==> config.mk <==
export PLATFORM = sky130hd
export DESIGN_NAME = rv32i_memarb
export DESIGN_NICKNAME = d
export VERILOG_FILES = /design/src/rtl/rv32i_memarb.sv
export SDC_FILE = /design/constraint.sdc
export NUM_CORES = 1
export LEC_CHECK = 0
export ABC_AREA = 1
export CORE_AREA = 2 2 105 107
export CTS_CLUSTER_SIZE = 24
export DETAILED_ROUTE_END_ITERATION = 8
export DIE_AREA = 0 0 107 109
export PLACE_DENSITY = 0.66
export SLEW_MARGIN = 20
export SYNTH_ARGS = -nofsm -noshare
export SYNTH_HDL_FRONTEND = slang
export SYNTH_SLANG_ARGS = --single-unit
export TNS_END_PERCENT = 5
==> constraint.sdc <==
create_clock -name i_clk -period 3.8 [get_ports i_clk]
set_input_delay 0.76 -clock i_clk [delete_from_list [all_inputs] [get_ports i_clk]]
set_output_delay 0.76 -clock i_clk [all_outputs]
set_load 0.05 [all_outputs]
==> src/rtl/rv32i_memarb.sv <==
// rv32i_memarb: shares one registered-read memory port between fetch and data.
// Data wins conflicts; a starvation counter forces a fetch win after STARVE_MAX losses.
module rv32i_memarb #(
  parameter int STARVE_MAX = 4
) (
  input  logic        i_clk,
  input  logic        i_rst_n,
  input  logic        i_if_req,
  input  logic [29:0] i_if_addr,
  output logic        o_if_gnt,
  output logic        o_if_rvalid,
  output logic [31:0] o_if_rdata,
  input  logic        i_d_req,
  input  logic        i_d_we,
  input  logic [3:0]  i_d_be,
  input  logic [29:0] i_d_addr,
  input  logic [31:0] i_d_wdata,
  output logic        o_d_gnt,
  output logic        o_d_rvalid,
  output logic [31:0] o_d_rdata,
  output logic        o_mem_en,
  output logic        o_mem_we,
  output logic [3:0]  o_mem_be,
  output logic [29:0] o_mem_addr,
  output logic [31:0] o_mem_wdata,
  input  logic [31:0] i_mem_rdata,
  output logic [3:0]  o_starve_cnt
);
  localparam logic [3:0] LP_MAX = 4'(STARVE_MAX);
  logic [3:0] r_starve;
  logic       r_rd_if;
  logic       r_rd_d;
  logic       w_if_win;
  logic       w_ig;
  logic       w_dg;
  logic       w_lost;
  // Grants are gated by reset so nothing reaches memory while reset is held.
  always_comb begin
    w_if_win    = i_if_req & (~i_d_req | (r_starve == LP_MAX));
    w_ig        = i_rst_n & w_if_win;
    w_dg        = i_rst_n & i_d_req & ~w_if_win;
    w_lost      = w_dg & i_if_req;
    o_if_gnt    = w_ig;
    o_d_gnt     = w_dg;
    o_mem_en    = w_ig | w_dg;
    o_mem_we    = w_dg & i_d_we;
    o_mem_be    = w_dg ? i_d_be : (w_ig ? 4'hF : 4'h0);
    o_mem_addr  = w_dg ? i_d_addr : (w_ig ? i_if_addr : 30'd0);
    o_mem_wdata = w_dg ? i_d_wdata : 32'd0;
  end
  always_ff @(posedge i_clk or negedge i_rst_n) begin
    if (!i_rst_n) begin
      r_starve <= 4'd0;
      r_rd_if  <= 1'b0;
      r_rd_d   <= 1'b0;
    end else begin
      r_starve <= w_ig ? 4'd0 : (w_lost ? r_starve + 4'd1 : r_starve);
      r_rd_if  <= w_ig;
      r_rd_d   <= w_dg & ~i_d_we;
    end
  end
  assign o_if_rvalid  = r_rd_if;
  assign o_d_rvalid   = r_rd_d;
  assign o_if_rdata   = i_mem_rdata;
  assign o_d_rdata    = i_mem_rdata;
  assign o_starve_cnt = r_starve;
endmodule

Word level (Yosys, flattened, before mapping)
Cells that the tools add are included.
{"block": "totals", "register_bits": 6, "input_bits": 133, "out_inout_bits": 140, "elab_cells": 25}
{"block": "op_classes", "add_sub_neg": 1, "eq_ne": 1, "mux": 7, "n_bitwise": 12, "n_reduce_logical": 1}
{"op": "2-to-1 mux 30 bit", "n": 2}
{"op": "2-to-1 mux 32 bit", "n": 1}
{"op": "2-to-1 mux 4 bit", "n": 4}
{"op": "AND 1 bit", "n": 7}
{"op": "adder 4 x 1 -> 4 bit (second input constant)", "n": 1}
{"op": "== test 4 x 3 -> 1 bit (second input constant)", "n": 1}
{"op": "inverter 1 bit", "n": 3}
{"op": "OR 1 bit", "n": 2}
{"op": "nonzero test 2 bit", "n": 1}

Logic depth before layout (Yosys ltp)
{"block": "depth", "word_depth": 8, "ltp_mapped": 9, "depth_no_buf": 8}

Worst setup path before layout
Ideal clock, no wire load.
{"block": "synth_path", "kind": "register to output", "start": "register r_starve[0], in the netlist o_starve_cnt[0]", "end": "output o_mem_wdata[22]", "arrival_time_ns": 2.189, "t_required_ns": 3.040, "setup_slack_ns": 0.851, "path_stages_with_launch": 9, "path_buffers": 1, "path_cell_list": "dfrtp_1 > inv_1 > ha_1 > nand3_1 > nand2_2 > nand2_1 > nand2_2 > buf_4 > nor2_1"}
{"block": "synth_between", "elab_chain_cells": 6}
{"item": "start, declared", "line_no": "30", "rtl": "logic [3:0] r_starve;"}
{"item": "start signal, assigned", "line_no": "57", "rtl": "r_starve <= w_ig ? 4'd0 : (w_lost ? r_starve + 4'd1 : r_starve);"}
{"item": "== test 4 x 3 -> 1 bit", "line_no": "39", "rtl": "w_if_win = i_if_req & (~i_d_req | (r_starve == LP_MAX));"}
{"item": "OR 1 bit", "line_no": "39"}
{"item": "AND 1 bit", "line_no": "39"}
{"item": "inverter 1 bit", "line_no": "41", "rtl": "w_dg = i_rst_n & i_d_req & ~w_if_win;"}
{"item": "AND 1 bit", "line_no": "41"}
{"item": "2-to-1 mux 32 bit", "line_no": "49", "rtl": "o_mem_wdata = w_dg ? i_d_wdata : 32'd0;"}
{"item": "end, declared", "line_no": "25", "rtl": "output logic [31:0] o_mem_wdata,"}
No other way between the ends.

Final worst setup path
{"block": "layout_path", "start": "input i_if_req", "end": "output o_mem_en"}
{"block": "layout_between", "elab_chain_cells": 4, "elab_cells_between_ends": 5, "classes_between": "bitwise: 5"}
{"item": "start, declared", "line_no": "8", "rtl": "input logic i_if_req,"}
{"item": "AND 1 bit *", "line_no": "39"}
{"item": "inverter 1 bit", "line_no": "41"}
{"item": "AND 1 bit", "line_no": "41"}
{"item": "OR 1 bit *", "line_no": "45", "rtl": "o_mem_en = w_ig | w_dg;"}
{"item": "end, declared", "line_no": "21", "rtl": "output logic o_mem_en,"}
Mark *: on every way between the ends. The rest lies on a longest branch, timed or not.

==> flow_metrics.py <==
metrics = {
    "synthesis": {
        "synth_cell_type_count": 17,
        "synth_area_leader_cell": "buf_4",
        "synth_seq_cells": 6,
        "synthesis.nets": 418,
        "synthesis.instances": 283,
        "synth_top_area_share_pct": 32.7,
        "synth_area_leaders": "buf_4 (33%), nand2_1 (18%), nand3_1 (12%)",
        "ys_warn_count": 0,
        "syn_area_mm2": 0.00156,
        "ys_seq_area_share_pct": 9.62,
        "synth.avg_cell_area_um2": 5.51,
    },
    "timing": {
        "finalHoldViolCount": 0,
        "fin_crit_sh_pct": 86.8,
        "period_minus_slack_ns": 3.30,
        "final-setup-viol-count": 0,
        "setup_ws_ns": 0.503,
        "rsz0062_at_grt": "no",
        "max_freq_ghz": 0.303,
        "clock_skew_ns": 0.00312,
        "finalMaxSlewViolations": 0,
        "fin_setup_tns_ns": 0,
        "max-slew-margin-rel_pct": 59.3,
        "worst_pin_slew_ns": 0.610,
        "hold-worst-slack_ns": 0.594,
    },
    "grt": {
        "grt_overflow": 0,
        "grtUsageTotal_pct": 8.84,
        "grt_max_degree": 36,
        "grt_pass1_vias": 1840,
        "grt_pass1_wl_um": 8470,
        "antenna_found_initial": 0,
    },
    "power_and_ir_drop": {
        "powerDensity_mw_per_mm2": 275,
        "vdd_drop_max_mv": 0.280,
        "leakagePower_nw": 1.55,
    },
    "clock_network": {
        "cts_buffer_depth": 2,
        "clkLatencyLatePin_ns": 0.22,
        "path_clk_slew_ns": 0.04,
        "clock_sinks": 6,
        "root_buffer": "clkbuf_8",
        "post_cts_resized": 0,
        "post_cts_buffers": 0,
        "numCtsBuffers": 3,
        "cts-hold-fix-buffers": 0,
        "cts_tree": "done",
        "htree_levels": 1,
    },
    "layout": {
        "final_area_mm2": 0.00284,
        "layout_commonest_cell": "clkdlybuf4s50_1",
        "nets": 526,
        "antennaDiodeCount": 0,
        "final_layout_size_suffix_gt1_share_pct": 20.3,
        "stdcell_count": 529,
        "final_cell_mix": "clkdlybuf4s50_1 (107), nand2_1 (76), buf_4 (71), inv_1 (40), nand3_1 (36)",
        "syn_to_final_growth_pct": 82.0,
    },
    "floorplanning": {
        "fp.dieW_um": 107,
        "initial_core_util_pct": 14.7,
        "core_area_mm2": 0.0106,
        "rows": 38,
        "dieHeight_um": 109,
        "pin_count": 273,
        "die_area_mm2": 0.0117,
    },
    "placement": {
        "place_area_mm2": 0.00280,
        "pre_cts_ws_ns": 0.478,
        "dp.cells": 526,
        "routabilityCongestion": 0.744,
        "dp_hpwl_um": 4930,
        "port_buffers": 176,
    },
    "worst_setup_path": {
        "crit_family": "buffers and inverters",
        "path_common_cell": "clkdlybuf4s50_1",
        "r2r_end": "o_if_rvalid",
        "r2r-start": "o_starve_cnt[0]",
        "crit_path_cell_trace": "clkdlybuf4s50_1, o21ai_0, inv_1, clkdlybuf4s50_1",
        "crit_arrival_ns": 2.54,
        "start_kind": "primary input",
        "rrSetupSlack_ns": 2.14,
        "endpoint_kind": "output port",
        "cp.depth": 4,
        "critical_path_buf_inv_count": 3,
        "worstSetupPathType": "in -> out",
        "crit_fanout": 6,
        "worstSetupEndpoint": "o_mem_en",
        "max_stage_delay_ns": 0.71,
        "rr_worst_depth": 6,
        "crit_required_ns": 3.04,
        "cp-startpoint": "i_if_req",
        "cp_slowest_cell": "clkdlybuf4s50_1",
    },
    "outcome": {
        "status": "finished, final reports clean",
    },
    "detailed_routing": {
        "drt-vias-per-instance": 3.70,
        "wire_per_inst_um": 11.4,
        "remaining_drc_errors": 0,
        "dr.pass1.iters": 4,
        "vias": 1955,
        "antenna_left": 0,
        "first_iter_violations": 41,
        "routed_wl_um": 6050,
    },
    "run": {
        "drv_cap": 0,
    },
    "min_path": {
        "min_path_type": "reg -> reg",
    },
}
## routing by layer
| metal | part of all wire [%] | track usage, % |
|---|---|---|
| met1 | 37 | 9.44 |
| met2 | 52 | 16.8 |
| met3 | 9.1 | 2.57 |
| met4 | 1.7 | 2.69 |
| met5 | 0 | 0 |
## worst min-delay path by stage
stage | start | to | slack, ns | cells past startpoint
final | o_starve_cnt[3] | o_starve_cnt[3] | 0.59 | 2
after global routing | o_starve_cnt[3] | o_starve_cnt[3] | 0.62 | 2
after CTS | o_starve_cnt[3] | o_starve_cnt[3] | 0.60 | 2
after detailed placement | o_starve_cnt[3] | o_starve_cnt[3] | 0.59 | 2
after global placement | o_starve_cnt[3] | o_starve_cnt[3] | 0.60 | 2
after floorplan | i_rst_n | o_d_rvalid | 0.46 | 0
## cells in the mapped netlist
cell	number
clkinv_1	1
dfrtp_1	6
inv_1	40
nand2_1	76
ha_1	2
buf_6	2
buf_4	68
buf_1	2
buf_2	4
inv_2	1
nand3_1	36
nor2_1	35
xor2_1	1
o21ai_0	5
nand4_1	1
nand2_2	2
nand3_4	1
## final cells by class
class / instances / area, um2
fillers: 1193 / 7760
repair buffers: 179 / 1620
multi-input cells: 159 / 692
well taps: 140 / 175
inverters: 42 / 158
flip-flops and latches: 6 / 150
clock buffers: 3 / 41.3
## registers in the layout, indices dropped and copies added, names as in the netlist
| signal | count |
|---|---|
| o_starve_cnt | 4 |
| o_d_rvalid | 1 |
| o_if_rvalid | 1 |
## cell families after synthesis
kind of cell               synth area share, %
and+or+nand+nor                           40.6
adders and majority gates                 1.60
xor gates and xnor gates                 0.561
AOI/OAI and AO/OA                         1.60
buffers and inverters                     46.0
DFF                                       9.62
## worst register-to-register path, stage by stage (launching register included)
cell and delay, ns:
dfrtp_1 0.44, inv_1 0.11, ha_1 0.15, nand3_1 0.09
nand2_2 0.10, nand3_4 0.12, inv_2 0.48
## power by group
| part | internal, W | leakage (nW) | switching (W) |
|---|---|---|---|
| combinational | 0.000221 | 1.45 | 0.000360 |
| clock | 0.0000678 | 0.0216 | 0.0000246 |
| sequential | 0.0000811 | 0.0789 | 0.0000261 |
| total | 0.000370 | 1.55 | 0.000410 |
## stage by stage
stage,util (%),power [W]
2_1_floorplan,-,0.000629
3_3_place_gp,26.4,0.000689
3_5_place_dp,26.4,0.000692
4_1_cts,26.8,0.000789
5_1_grt,26.8,0.000824
6_report,26.8,0.000780
Note: power is estimated with default switching activity, not from simulation.
